==> src/rtl/arc4_pkg.sv <==
// arc4_pkg: types and constants shared by the ARC4 pipeline stages.
//   prga_state_t  - PRGA FSM state encoding
//   ARC4_ASCII_LO / ARC4_ASCII_HI - printable range for the plaintext check
//   ARC4_S_SIZE   - number of entries in the S permutation memory
package arc4_pkg;

  localparam int         ARC4_S_SIZE   = 256;
  localparam logic [7:0] ARC4_ASCII_LO = 8'h20;
  localparam logic [7:0] ARC4_ASCII_HI = 8'h7E;

  typedef enum logic [3:0] {
    IDLE, LEN_A, LEN_W, LEN_R,
    STEP, SI_W, SI_R, SJ_W, SJ_R,
    WR_I, PAD_A, PAD_W, PAD_R
  } prga_state_t;

  function automatic logic is_ascii(input logic [7:0] b);
    return (b >= ARC4_ASCII_LO) && (b <= ARC4_ASCII_HI);
  endfunction

endpackage

==> src/rtl/arc4_prga_if.sv <==
// arc4_prga_if: start handshake plus the S, ciphertext and plaintext memory
// buses of the PRGA stage.
//   master - the PRGA side (drives addresses, write data, rdy)
//   slave  - the memory/controller side
// Optional: ARC4_PRGA_VALID_EN adds the valid signal.
interface arc4_prga_if;
  logic       en;
  logic       rdy;
  logic [7:0] s_addr;
  logic [7:0] s_rddata;
  logic [7:0] s_wrdata;
  logic       s_wren;
  logic [7:0] ct_addr;
  logic [7:0] ct_rddata;
  logic [7:0] pt_addr;
  logic [7:0] pt_wrdata;
  logic       pt_wren;
`ifdef ARC4_PRGA_VALID_EN
  logic       valid;
`endif

  modport master (
`ifdef ARC4_PRGA_VALID_EN
    output valid,
`endif
    input  en, s_rddata, ct_rddata,
    output rdy, s_addr, s_wrdata, s_wren, ct_addr, pt_addr, pt_wrdata, pt_wren
  );

  modport slave (
`ifdef ARC4_PRGA_VALID_EN
    input  valid,
`endif
    output en, s_rddata, ct_rddata,
    input  rdy, s_addr, s_wrdata, s_wren, ct_addr, pt_addr, pt_wrdata, pt_wren
  );
endinterface

==> src/rtl/arc4_prga.sv <==
// arc4_prga: ARC4 keystream generation and decryption.
// Reads n = ct[0], then for k = 1..n advances i/j, swaps S[i]/S[j] and writes
// pt[k] = ct[k] ^ S[S[i]+S[j]]. pt[0] receives n. Owns the S port while busy.
// Ports:
//   clk, rst_n - clock, synchronous active-low reset
//   bus        - arc4_prga_if.master: en/rdy handshake, S read/write port,
//                ct read port, pt write port (all outputs registered)
// Optional: ARC4_PRGA_VALID_EN adds bus.valid; a plaintext byte outside
// 0x20..0x7E clears valid and ends the run after that byte is written.
module arc4_prga
  import arc4_pkg::*;
(
  input  logic clk,
  input  logic rst_n,
  arc4_prga_if.master bus
);

  localparam int K_W = $clog2(ARC4_S_SIZE) + 1;

  prga_state_t    state;
  logic [7:0]     n, i, j, si, sj, c;
  logic [K_W-1:0] k;
  logic           done;

  // k is one bit wider than n so that n = 255 terminates at k = 256.
`ifdef ARC4_PRGA_VALID_EN
  assign done = (k > {1'b0, n}) || !bus.valid;
`else
  assign done = (k > {1'b0, n});
`endif

  always_ff @(posedge clk) begin
    if (!rst_n) begin
      state         <= IDLE;
      bus.rdy       <= 1'b1;
      bus.s_addr    <= '0;
      bus.s_wrdata  <= '0;
      bus.s_wren    <= 1'b0;
      bus.ct_addr   <= '0;
      bus.pt_addr   <= '0;
      bus.pt_wrdata <= '0;
      bus.pt_wren   <= 1'b0;
`ifdef ARC4_PRGA_VALID_EN
      bus.valid     <= 1'b0;
`endif
      n  <= '0;
      i  <= '0;
      j  <= '0;
      k  <= '0;
      si <= '0;
      sj <= '0;
      c  <= '0;
    end else begin
      case (state)
        IDLE: if (bus.en) begin
          bus.rdy <= 1'b0;
`ifdef ARC4_PRGA_VALID_EN
          bus.valid <= 1'b1;
`endif
          state <= LEN_A;
        end
        LEN_A: begin
          bus.ct_addr <= '0;
          state       <= LEN_W;
        end
        LEN_W: state <= LEN_R;
        LEN_R: begin
          n             <= bus.ct_rddata;
          bus.pt_addr   <= '0;
          bus.pt_wrdata <= bus.ct_rddata;
          bus.pt_wren   <= 1'b1;
          i     <= '0;
          j     <= '0;
          k     <= K_W'(1);
          state <= STEP;
        end
        STEP: begin
          bus.pt_wren <= 1'b0;
          if (done) begin
            bus.rdy <= 1'b1;
            state   <= IDLE;
          end else begin
            i           <= i + 8'd1;
            bus.s_addr  <= i + 8'd1;
            bus.ct_addr <= k[7:0];
            state       <= SI_W;
          end
        end
        SI_W: state <= SI_R;
        SI_R: begin
          si         <= bus.s_rddata;
          c          <= bus.ct_rddata;
          j          <= j + bus.s_rddata;
          bus.s_addr <= j + bus.s_rddata;
          state      <= SJ_W;
        end
        SJ_W: state <= SJ_R;
        // Swap: S[j] <= si, then S[i] <= sj. When i == j both writes carry si
        // (sj was read from the same entry), so the entry is unchanged.
        SJ_R: begin
          sj           <= bus.s_rddata;
          bus.s_addr   <= j;
          bus.s_wrdata <= si;
          bus.s_wren   <= 1'b1;
          state        <= WR_I;
        end
        WR_I: begin
          bus.s_addr   <= i;
          bus.s_wrdata <= sj;
          state        <= PAD_A;
        end
        PAD_A: begin
          bus.s_wren <= 1'b0;
          bus.s_addr <= si + sj;
          state      <= PAD_W;
        end
        PAD_W: state <= PAD_R;
        PAD_R: begin
          bus.pt_addr   <= k[7:0];
          bus.pt_wrdata <= bus.s_rddata ^ c;
          bus.pt_wren   <= 1'b1;
`ifdef ARC4_PRGA_VALID_EN
          if (!is_ascii(bus.s_rddata ^ c)) bus.valid <= 1'b0;
`endif
          k     <= k + K_W'(1);
          state <= STEP;
        end
        default: state <= IDLE;
      endcase
    end
  end

endmodule

==> src/flat_wrapper.sv <==
// flat-port wrapper written by rule: the top's interface ports become plain ports
module arc4_prga_flat import arc4_pkg::*;
  (clk, rst_n, bus_en, bus_s_rddata, bus_ct_rddata, bus_rdy, bus_s_addr, bus_s_wrdata, bus_s_wren, bus_ct_addr, bus_pt_addr, bus_pt_wrdata, bus_pt_wren);
  arc4_prga_if bus_i ();
  input  logic clk;
  input  logic rst_n;
  input wire logic [$bits(bus_i.en)-1:0] bus_en;
  input wire logic [$bits(bus_i.s_rddata)-1:0] bus_s_rddata;
  input wire logic [$bits(bus_i.ct_rddata)-1:0] bus_ct_rddata;
  output wire logic [$bits(bus_i.rdy)-1:0] bus_rdy;
  output wire logic [$bits(bus_i.s_addr)-1:0] bus_s_addr;
  output wire logic [$bits(bus_i.s_wrdata)-1:0] bus_s_wrdata;
  output wire logic [$bits(bus_i.s_wren)-1:0] bus_s_wren;
  output wire logic [$bits(bus_i.ct_addr)-1:0] bus_ct_addr;
  output wire logic [$bits(bus_i.pt_addr)-1:0] bus_pt_addr;
  output wire logic [$bits(bus_i.pt_wrdata)-1:0] bus_pt_wrdata;
  output wire logic [$bits(bus_i.pt_wren)-1:0] bus_pt_wren;
  assign bus_i.en = bus_en;
  assign bus_i.s_rddata = bus_s_rddata;
  assign bus_i.ct_rddata = bus_ct_rddata;
  assign bus_rdy = bus_i.rdy;
  assign bus_s_addr = bus_i.s_addr;
  assign bus_s_wrdata = bus_i.s_wrdata;
  assign bus_s_wren = bus_i.s_wren;
  assign bus_ct_addr = bus_i.ct_addr;
  assign bus_pt_addr = bus_i.pt_addr;
  assign bus_pt_wrdata = bus_i.pt_wrdata;
  assign bus_pt_wren = bus_i.pt_wren;
  arc4_prga u_core (.clk(clk), .rst_n(rst_n), .bus(bus_i));
endmodule
==> config.mk <==
export PLATFORM = sky130hd
export DESIGN_NAME = arc4_prga_flat
export DESIGN_NICKNAME = d
export VERILOG_FILES = /design/src/rtl/arc4_pkg.sv /design/src/rtl/arc4_prga_if.sv /design/src/rtl/arc4_prga.sv /design/src/flat_wrapper.sv
export SDC_FILE = /design/constraint.sdc
export NUM_CORES = 1
export LEC_CHECK = 0
export ABC_AREA = 1
export ABC_CLOCK_PERIOD_IN_PS = 2150
export BUFFER_PORTS_ARGS = -buffer_cell sky130_fd_sc_hd__buf_2
export CAP_MARGIN = 20
export CORE_MARGIN = 5
export CORE_UTILIZATION = 50
export CTS_BUF_LIST = sky130_fd_sc_hd__clkbuf_4
export DETAILED_ROUTE_END_ITERATION = 6
export PLACE_DENSITY_LB_ADDON = 0.3
export SLEW_MARGIN = 20
export SYNTH_ARGS = -nofsm -noshare
export SYNTH_HDL_FRONTEND = slang
export SYNTH_SLANG_ARGS = --single-unit
==> constraint.sdc <==
create_clock -name clk -period 2.15 [get_ports clk]
set_input_delay 0 -clock clk [delete_from_list [all_inputs] [get_ports clk]]
set_output_delay 0 -clock clk [all_outputs]
set_load 0.005 [all_outputs]
== Word-level counts from Yosys, hierarchy flattened ==
Index checks and enable logic that the tools add are counted.

* Bits in registers: 104
* Input port bits: 19
* Output and inout bits: 43
* Logic and storage cells: 70

* Reduce and logical (&&, ||, !) cells: 15
* Mux-type cells: 18
* Equality and inequality tests: 15
* Bitwise gates (word level): 1
* Add/subtract/negate cells: 4
* Magnitude comparators: 1

{| class="wikitable"
|+ Operators with widths
! operator !! number
|-
| $pmux W8 S2 || 6
|-
| $pmux W4 S12 || 1
|-
| $pmux W8 S5 || 1
|-
| $eq A4 B4 Y1 const B || 5
|-
| $pmux W9 S2 || 1
|-
| $add A8 B8 Y8 || 2
|-
| $eq A4 B3 Y1 const B || 4
|-
| $mux W8 || 2
|-
| $reduce_bool A2 Y1 || 8
|-
| $add A9 B1 Y9 const B || 1
|-
| $gt A9 B8 Y1 || 1
|-
| $add A8 B1 Y8 const B || 1
|-
| $eq A4 B2 Y1 const B || 2
|-
| $xor A8 B8 Y8 || 1
|-
| $pmux W1 S2 || 3
|-
| $reduce_and A2 Y1 || 3
|-
| $reduce_bool A5 Y1 || 1
|-
| $eq A4 B1 Y1 const B || 1
|-
| $logic_not A4 Y1 || 1
|-
| $mux W4 || 1
|-
| $ne A2 B2 Y1 const B || 2
|-
| $mux W3 || 1
|-
| $reduce_and A3 Y1 || 1
|-
| $mux W1 || 2
|-
| other kinds (2) || 2
|}

== Logic depth before layout (Yosys ltp) ==
Gate-level depths: netlist (run 1).

* Depth after elaboration: 3
* Gate-level depth with buffers: 15

== Worst setup path before layout (run 1) ==
Ideal clock, no wire load.

* Path kind: register to register
* From: register u_core.sj[0]
* To: register u_core.bus.s_addr[2]
* Data required time: 2,022 ps
* Setup time: 128 ps
* Slack: 419 ps
* Period minus slack after synthesis: 1,731 ps
* Stages on the path, launching flop included: 10
* Buffers on the path: 0
* Arrival time: 1,603 ps
* Cell sequence: dfxtp_1 > ha_1 > fa_1 > or2_2 > nand3_1 > nand4_1 > nor2_1 > nand2_1 > nand2_1 > nor2_1

* Word-level cells in the longest chain between the ends: 2

{| class="wikitable"
|+ RTL lines
! what !! RTL line !! text
|-
| from (decl) || arc4_prga.sv:21 || <nowiki>logic [7:0] n, i, j, si, sj, c;</nowiki>
|-
| from (signal assigned) || arc4_prga.sv:101 || <nowiki>sj <= bus.s_rddata;</nowiki>
|-
| $add A8 B8 Y8 || arc4_prga.sv:114 || <nowiki>bus.s_addr <= si + sj;</nowiki>
|-
| $pmux W8 S5 || arc4_prga.sv:54 || <nowiki>case (state)</nowiki>
|-
| to (signal assigned) || arc4_prga.sv:84 || <nowiki>bus.s_addr <= i + 8'd1;</nowiki>
|-
| to (signal assigned) || arc4_prga.sv:108 || <nowiki>bus.s_addr <= i;</nowiki>
|-
| to (signal assigned) || arc4_prga.sv:114 ||
|-
| to (decl) || arc4_prga_if.sv:27 || <nowiki>output rdy, s_addr, s_wrdata, s_wren, ct_addr, pt_addr, pt_wrdata, pt_wren</nowiki>
|}

Every way passes these cells.
A chain may end at the register's enable or synchronous reset.

== Worst setup path in the final report (run 1) ==
* From: register u_core.k[6]
* To: register u_core.i[7]

* Word-level cells in the longest chain between the ends: 3

{| class="wikitable"
|+ RTL lines
! what !! RTL line !! text
|-
| from (decl) || arc4_prga.sv:22 || <nowiki>logic [K_W-1:0] k;</nowiki>
|-
| from (signal assigned) || arc4_prga.sv:125 || <nowiki>k <= k + K_W'(1);</nowiki>
|-
| $gt A9 B8 Y1 || arc4_prga.sv:29 || <nowiki>assign done = (k > {1'b0, n});</nowiki>
|-
| $ne A2 B2 Y1 (no line) || -- ||
|-
| $reduce_and A2 Y1 (no line) || -- ||
|-
| to (signal assigned) || arc4_prga.sv:83 || <nowiki>i <= i + 8'd1;</nowiki>
|-
| to (decl) || arc4_prga.sv:21 ||
|}

Every way passes these cells.

==> flow_summary.toml, run 1 <==
[setup_path]
cp-start-kind = "flip-flop"
worstSetupEndpointType = "flip-flop"
arrival_ns = 2.34
path_class = "reg2reg"
r2r-start = "u_core.k[6]"
rr_worst_depth = 10
rr_endpoint = "u_core.i[7]"
worstPathRequired_ns = 2.53
ff2ff_setup_slack_ns = 0.20
cp_max_fo = 12

[place]
placed_area_um2 = 5898
gp_congestion = 0.9140
place_inst = 965
portBuffers = 61
dp_slack_ns = 0.1322
detailed_place_hpwl_mm = 10.74

[drt]
drt_pass1_iterations = 6
avgRoutedWirePerCell_um = 14.50
routed_wirelength_mm = 14.48
drtIter0Drc = 380
drc = 0
route.vias.total = 5304
ant_nets = 0
wl_met1_mm = 6.411
route.met2.wl_mm = 6.932
wl_met3_um = 745
vias_per_cell = 5.309
top_layer = "met4"

[sta]
worst_slack_ns = 0.1977
rsz0062_at_grt = "no"
max_freq_mhz = 512.2
hold_viol = 0
clock_skew_ns = 0.01041
layout_min_cycle_time_ns = 1.952
max_slew_margin = 0.6490
setup_viol = 0
final.setup.tns_ns = 0
post-route-period-util = 0.9080
drv_slew = 0
worstMarginPinSlew_ns = 0.5265

[synthesis]
synthSimpleGateAreaFrac = 0.2817
ys_types = 43
synth_seq_cells = 104
yosysWarnings = 0
syn_avg_cell_area_um2 = 7.023
synth_top_family_by_area = "simple AND/OR/NAND/NOR gates"
synthXorXnorAreaFrac = 0.01768
syn-instance-count = 776
synth_fa_ha_area_frac = 0.06244
muxShareOfSynthArea = 0
synth_area_um2 = 5450
syn_nets = 821
seq_area_frac_synth = 0.3820
synth_compound_area_frac = 0.1614

[power_and_ir_drop]
p_leak_uw = 0.002928
p_switching_uw = 1158
internal-power_uw = 2752
vdd_ir_drop_max_mv = 0.3600
sequentialPowerShare = 0.538
powerDensity_nw_per_um2 = 625.3
switching_share = 0.2962
combPwrFrac = 0.170
pwr-share-clk = 0.293

[die]
die_h_um = 114.4
die_area_um2 = 13090
start_util = 0.5072
boundaryPins = 62
core_um2 = 10750
rows = 38
die_w_um = 114.4

[clock_network]
cts_buffers = 9
clk_path_buf_depth = 2
cts-root-buf = "clkbuf_4"
cts_setup_buffers = 0
htreeDepth = 3
clkTransAtPathRegs_ns = 0.16
cts_tree = "built"
clock-sinks = 104
clk_latency_ns = 0.47

[global_routing]
antenna_found_initial = 0
grt_max_degree = 43
grt_pass1_wl_mm = 24.19
grt.total_usage = 0.2292
globalRouteOverflowTotal = 0
first_global_vias = 5209

[finish]
drive_gt1_frac = 0.1467
mostFrequentLayoutCells = "nand2_1, dfxtp_1, inv_1"
nets = 899
fin_cells = 999
final_common_cell = "nand2_1"
finish.utilization = 0.5819
diodes = 0
stdcell_area_um2 = 6252
area_delta_synth_final_pct = 14.72

[min_path]
worstHoldPathType = "in2reg"
hold_path_depth = 4
worstHoldStart = "bus_ct_rddata[3]"
worst_hold_path.endpoint = "u_core.c[3]"

[run]
maxCapViolCount = 0

[run_status]
outcome = "finished clean"
## final cells by class
| type | instances | area, um2 |
|---|---|---|
| Fill cell | 1041 | 4493 |
| Timing Repair Buffer | 90 | 568.0 |
| Clock buffer | 9 | 67.56 |
| Tap cell | 140 | 175.2 |
| Multi-Input combinational cell | 542 | 2861 |
| Sequential cell | 104 | 2083 |
| Inverter | 107 | 401.6 |
| Clock inverter | 7 | 95.09 |
## routing by layer
metal  track usage  vias up
met3       0.03066       35
met4        0.1029        0
li1              -     2668
met1        0.2917     2434
met5             0        -
met2        0.3857      167
## state kept, by name, indices dropped and copies added, names as in the netlist
signal / cells
u_core.bus.ct_addr: 8
u_core.bus.pt_addr: 8
u_core.bus.pt_wrdata: 8
u_core.bus.pt_wren: 1
u_core.bus.rdy: 1
u_core.bus.s_addr: 8
u_core.bus.s_wrdata: 8
u_core.bus.s_wren: 1
u_core.c: 8
u_core.i: 8
u_core.j: 8
u_core.k: 9
u_core.n: 8
u_core.si: 8
u_core.sj: 8
u_core.state: 4
## how the worst max path moves through the flow
stage / from / end / slack [ns] / cells after the start
after global placement: u_core.k[2] / u_core.bus.ct_addr[6] / 0.18 / 12
after CTS: u_core.k[2] / u_core.i[7] / 0.11 / 12
after detailed placement: u_core.k[2] / u_core.i[7] / 0.13 / 12
final: u_core.k[6] / u_core.i[7] / 0.20 / 10
after global routing: u_core.k[6] / u_core.bus.ct_addr[4] / 0.02 / 11
after floorplan: u_core.sj[0] / u_core.bus.s_addr[2] / 0.42 / 9
## power groups by stage
stage	sequential, uW	combinational [uW]	clock [uW]
2_1_floorplan	2130	427	0
3_3_place_gp	2140	623	0
3_5_place_dp	2140	629	0
4_1_cts	2100	658	1160
5_1_grt	2120	750	1230
6_report	2100	664	1140
## cells by family (layout without fill, tap and decap cells)
| logic type | Yosys count | count (layout) |
|---|---|---|
| AOI/OAI and AO/OA | 154 | 154 |
| and+or+nand+nor | 351 | 351 |
| buffers and inverters | 130 | 213 |
| xor gates and xnor gates | 11 | 11 |
| adders and majority gates | 26 | 26 |
| DFF | 104 | 104 |
## critical path, cell delays in order (launching register included)
cell,delay (ns)
dfxtp_1,0.40
ha_1,0.32
nand2_1,0.06
nor2_1,0.18
nand3_1,0.09
nand3_1,0.09
nand2_1,0.10
nand2_2,0.19
nand2_2,0.19
o21ai_1,0.18
nor2_1,0.05
## through the flow
step	hold WS [ns]	total power (uW)
after floorplan	0.1349	2562
after global placement	0.2442	2762
after detailed placement	0.2572	2770
after CTS	0.2947	3919
after global routing	0.3136	4100
final	0.3155	3910
## cell usage after synthesis, drive strengths merged
master / instances / area [um2]
a211oi: 4 / 40.03
clkinv: 2 / 7.510
clkbuf: 10 / 37.54
o21ai: 57 / 289.0
a31oi: 5 / 31.28
or2: 7 / 43.80
o21a: 6 / 45.04
o31ai: 2 / 15.01
o211ai: 1 / 7.510
dfxtp: 104 / 2082
xor2: 9 / 78.83
a21oi: 66 / 345.3
nand3: 43 / 215.2
nand4: 12 / 75.07
nor3: 4 / 25.02
nand3b: 5 / 37.54
nand2: 191 / 747.0
ha: 24 / 300.3
a221oi: 2 / 17.52
inv: 105 / 394.1
xnor2: 2 / 17.52
buf: 13 / 77.57
nor2: 89 / 391.6
o221ai: 5 / 43.79
fa: 2 / 40.04
a22oi: 6 / 45.04
## repair_timing
action | in CTS | in global routing
setup endpoints to repair | 0 | 15
hold buffers | 18 | 0
hold endpoints to repair | 46 | 0
gates resized for setup | 0 | 4
No activity file was read; power rests on OpenSTA's default activity.
==> inputs of run 2 (changes only) <==
--- a/config.mk
+++ b/config.mk
@@ -9,11 +9,11 @@
 export ABC_CLOCK_PERIOD_IN_PS = 2150
 export BUFFER_PORTS_ARGS = -buffer_cell sky130_fd_sc_hd__buf_2
 export CAP_MARGIN = 20
-export CORE_MARGIN = 5
+export CORE_MARGIN = 1
 export CORE_UTILIZATION = 50
 export CTS_BUF_LIST = sky130_fd_sc_hd__clkbuf_4
 export DETAILED_ROUTE_END_ITERATION = 6
-export PLACE_DENSITY_LB_ADDON = 0.3
+export PLACE_DENSITY = 0.8
 export SLEW_MARGIN = 20
 export SYNTH_ARGS = -nofsm -noshare
 export SYNTH_HDL_FRONTEND = slang
==> flow_summary.toml, run 2 (same netlist as run 1, synthesis figures left out) <==
[run_status]
outcome = "finished clean"

[clock_network]
cts_tree = "built"
cts_buffers = 9
clk_path_buf_depth = 2
cts_resized = 0
cts_setup_buffers = 0
cts_hold_buffers = 18
cts-root-buf = "clkbuf_4"
htreeDepth = 3
clock-sinks = 104
clk_latency_ns = 0.47
clkTransAtPathRegs_ns = 0.17

[die]
core_um2 = 10460
die_w_um = 106.4
boundaryPins = 62
rows = 37
start_util = 0.5209
die_area_um2 = 11320
die_h_um = 106.4

[sta]
worstMarginPinSlew_ns = 0.5528
hold_viol = 0
rsz0062_at_grt = "no"
setup_viol = 0
max_freq_mhz = 518.8
post-route-period-util = 0.8966
whs_ns = 0.3074
drv_slew = 0
final.setup.tns_ns = 0
max_slew_margin = 0.6315
worst_slack_ns = 0.2223
layout_min_cycle_time_ns = 1.928
clock_skew_ns = 0.02228

[finish]
mostFrequentLayoutCells = "nand2_1, dfxtp_1, inv_1"
largest_reg_flops = 9
area_delta_synth_final_pct = 14.37
nets = 902
diodes = 0
top_register = "u_core.k"
drive_gt1_frac = 0.1450
final_common_cell = "nand2_1"
stdcell_area_um2 = 6233

[power_and_ir_drop]
combPwrFrac = 0.171
internal-power_uw = 2635
switching_share = 0.3059
p_leak_uw = 0.002941
vdd_ir_drop_max_mv = 0.3783
sequentialPowerShare = 0.554
p_switching_uw = 1162
pwr-share-clk = 0.275
powerDensity_nw_per_um2 = 609.1

[global_routing]
globalRouteOverflowTotal = 0
first_global_vias = 4896
grt.total_usage = 0.2495
grt_pass1_wl_mm = 22.45
antenna_found_initial = 0
grt_max_degree = 63

[setup_path]
ff2ff_setup_slack_ns = 0.22
rr_endpoint = "u_core.i[6]"
cp_max_fo = 12
path_class = "reg2reg"
worstSetupEndpointType = "flip-flop"
rr_worst_depth = 10
r2r-start = "u_core.k[7]"
cp-start-kind = "flip-flop"
crit_start = "u_core.k[7]"
arrival_ns = 2.31
worstPathRequired_ns = 2.53

[drt]
drt_pass1_iterations = 4
ant_nets = 0
vias_per_cell = 5.258
drtIter0Drc = 284
route.vias.total = 5247
drc = 0
avgRoutedWirePerCell_um = 13.48
routed_wirelength_mm = 13.46

[place]
gp_congestion = 0.8649
detailed_place_hpwl_mm = 9.954
portBuffers = 61
dp_slack_ns = 0.2435
placed_area_um2 = 5916

[min_path]
worstHoldStart = "bus_ct_rddata[3]"
worstHoldPathType = "in2reg"
worst_hold_path.endpoint = "u_core.c[3]"
hold_path_depth = 4

[run]
maxCapViolCount = 0
run 2: layout make-up:
cell class | count | area, um2
sequential | 104 | 2082
clock inverter | 7 | 70.07
clock buffer | 9 | 67.56
fill | 1034 | 4229
tap | 136 | 170.2
inverter | 107 | 401.6
multi-input combinational | 542 | 2851
timing repair buffer | 93 | 590.6
run 2: per-stage QoR:
stage                 util  instances  power [uW]
global placement    0.5654        964        2755
finish              0.5958        998        3797
floorplan                -        776        2562
CTS                 0.5958        998        3798
detailed placement  0.5654        964        2764
global route        0.5958        998        3979
run 2: power by group through the flow:
| stage | Clock, uW | Combinational, uW | Sequential [uW] |
|---|---|---|---|
| 6_report | 1040 | 648 | 2100 |
| 5_1_grt | 1130 | 727 | 2120 |
| 4_1_cts | 1050 | 648 | 2100 |
| 3_5_place_dp | 0 | 620 | 2140 |
| 3_3_place_gp | 0 | 612 | 2140 |
| 2_1_floorplan | 0 | 427 | 2130 |
run 2: routing by layer:
metal | up-vias | wire [um] | GRT usage
li1 | 2688 | - | -
met1 | 2418 | 6328 | 0.3213
met2 | 120 | 6283 | 0.4202
met3 | 21 | 586 | 0.03311
met4 | 0 | 257 | 0.1002
met5 | - | 0 | 0
run 2: worst max-delay path, stage by stage (launching register included):
cell     delay, ns
dfxtp_1       0.38
ha_1          0.31
nand2_1       0.06
nor2_1        0.15
nand3_1       0.09
nand3_1       0.09
nand2_1       0.10
nand2_2       0.14
nand2_1       0.26
o21ai_1       0.21
nor2_1        0.06
run 2: worst max-delay path by stage:
stage                            to  slack (ns)
2_1_floorplan  u_core.bus.s_addr[2]        0.42
3_3_place_gp            u_core.i[0]        0.29
3_5_place_dp            u_core.i[6]        0.24
4_1_cts                 u_core.i[6]        0.22
5_1_grt                 u_core.i[1]       0.001
6_report                u_core.i[6]        0.22
==> inputs of run 3 (changes only) <==
--- a/config.mk
+++ b/config.mk
@@ -6,7 +6,7 @@
 export NUM_CORES = 1
 export LEC_CHECK = 0
 export ABC_AREA = 1
-export ABC_CLOCK_PERIOD_IN_PS = 2150
+export ABC_CLOCK_PERIOD_IN_PS = 1880
 export BUFFER_PORTS_ARGS = -buffer_cell sky130_fd_sc_hd__buf_2
 export CAP_MARGIN = 20
 export CORE_MARGIN = 1
==> constraint.sdc (replaced) <==
create_clock -name clk -period 1.88 [get_ports clk]
set_input_delay 0 -clock clk [delete_from_list [all_inputs] [get_ports clk]]
set_output_delay 0 -clock clk [all_outputs]
set_load 0.005 [all_outputs]
==> flow_summary.toml, run 3 (same netlist as run 1, synthesis figures left out) <==
[run]
maxCapViolCount = 0

[setup_path]
worstSetupEndpointType = "flip-flop"
arrival_ns = 2.25
path_class = "reg2reg"
worstPathRequired_ns = 2.30
cp_max_fo = 4
cp-start-kind = "flip-flop"

[clock_network]
clk_path_buf_depth = 2
clock-sinks = 104
clkTransAtPathRegs_ns = 0.17
cts_tree = "built"
cts-root-buf = "clkbuf_4"
htreeDepth = 3
cts_buffers = 9
clk_latency_ns = 0.47

[drt]
routed_wirelength_mm = 14.12
wl_met1_mm = 6.430
route.met2.wl_mm = 6.772
vias_per_cell = 5.303
ant_nets = 0
wl_met3_um = 608
avgRoutedWirePerCell_um = 14.00
drtIter0Drc = 478
drc = 0
drt_pass1_iterations = 5
top_layer = "met4"
route.vias.total = 5345

[die]
die_area_um2 = 11320
rows = 37
start_util = 0.5209
die_w_um = 106.4
boundaryPins = 62
die_h_um = 106.4
core_um2 = 10460

[finish]
final_common_cell = "nand2_1"
finish.utilization = 0.6209
fillCellCount = 979
largest_reg_flops = 9
diodes = 0
mostFrequentLayoutCells = "nand2_1, dfxtp_1, inv_1"
drive_gt1_frac = 0.1858
nets = 912
top_register = "u_core.k"
fin_cells = 1008
area_delta_synth_final_pct = 19.19

[power_and_ir_drop]
vdd_ir_drop_max_mv = 0.3778
p_leak_uw = 0.003010
powerDensity_nw_per_um2 = 685.7

[global_routing]
grt_max_degree = 63
grt.total_usage = 0.2546
first_global_vias = 4914
globalRouteOverflowTotal = 0
antenna_found_initial = 0
grt_pass1_wl_mm = 22.85

[sta]
hold_viol = 0
worstMarginPinSlew_ns = 0.5763
whs_ns = 0.3099
setup_viol = 0
max_freq_mhz = 544.8
clock_skew_ns = 0.02466
layout_min_cycle_time_ns = 1.836
final.setup.tns_ns = 0
worst_slack_ns = 0.04432
max_slew_margin = 0.6158
post-route-period-util = 0.9764
drv_slew = 0

[place]
portBuffers = 61
detailed_place_hpwl_mm = 10.10
gp_congestion = 0.8975
dp_slack_ns = -0.04724
place_inst = 973

[run_status]
outcome = "finished clean"

[min_path]
worstHoldPathType = "in2reg"
-- run 3: report_power, final --
part           internal, uW  switching, uW
clock                   424            797
combinational           315            511
sequential             2320           85.4
total                  3060           1390
-- run 3: worst paths after layout --
kind / slack (ns) / from / cells after the start / end
setup / recovery: 0.04 / u_core.j[0] / 9 / u_core.bus.s_addr[4]
hold / removal: 0.31 / bus_ct_rddata[6] / 4 / u_core.c[6]
setup reg to reg: 0.04 / u_core.j[0] / 9 / u_core.bus.s_addr[4]
hold reg to reg: 0.47 / u_core.bus.pt_addr[7] / 2 / u_core.bus.pt_addr[7]
-- run 3: area by class of cell --
| cell class | instances | area [um2] | share of cell area |
|---|---|---|---|
| multi-input cells | 542 | 3017 | 0.4644 |
| flip-flops and latches | 104 | 2090 | 0.3216 |
| repair buffers | 103 | 673.1 | 0.1036 |
| inverters | 107 | 401.6 | 0.06183 |
| well taps | 136 | 170.2 | 0.02619 |
| clock inverters | 7 | 77.57 | 0.01194 |
| clock buffers | 9 | 67.56 | 0.01040 |
-- run 3: what timing repair did --
action / CTS / global route
buffers inserted: 0 / 1
hold buffers: 18 / 0
endpoints found under the hold margin: 48 / 0
setup endpoints to repair: 16 / 26
cloned: 0 / 0
pin swaps: 0 / 10
gates resized for setup: 4 / 37
-- run 3: through the flow --
stage	cell area, um2	total power (uW)
6_report	6496	4454
2_1_floorplan	5450	2930
5_1_grt	6496	4649
4_1_cts	6324	4407
3_5_place_dp	5983	3162
3_3_place_gp	5983	3151
-- run 3: metal layers --
metal / track usage / up-vias
li1: - / 2698
met1: 0.3265 / 2487
met2: 0.4346 / 135
met3: 0.03740 / 25
met4: 0.08730 / 0
met5: 0 / -
-- run 3: critical path, cell delays in order (launching register included) --
cell,delay (ns)
dfxtp_1,0.36
ha_1,0.22
fa_1,0.43
nand3_1,0.09
nand3_1,0.12
a21oi_1,0.21
o21ai_2,0.09
nand3b_1,0.13
nor2_1,0.06
nor2_1,0.09
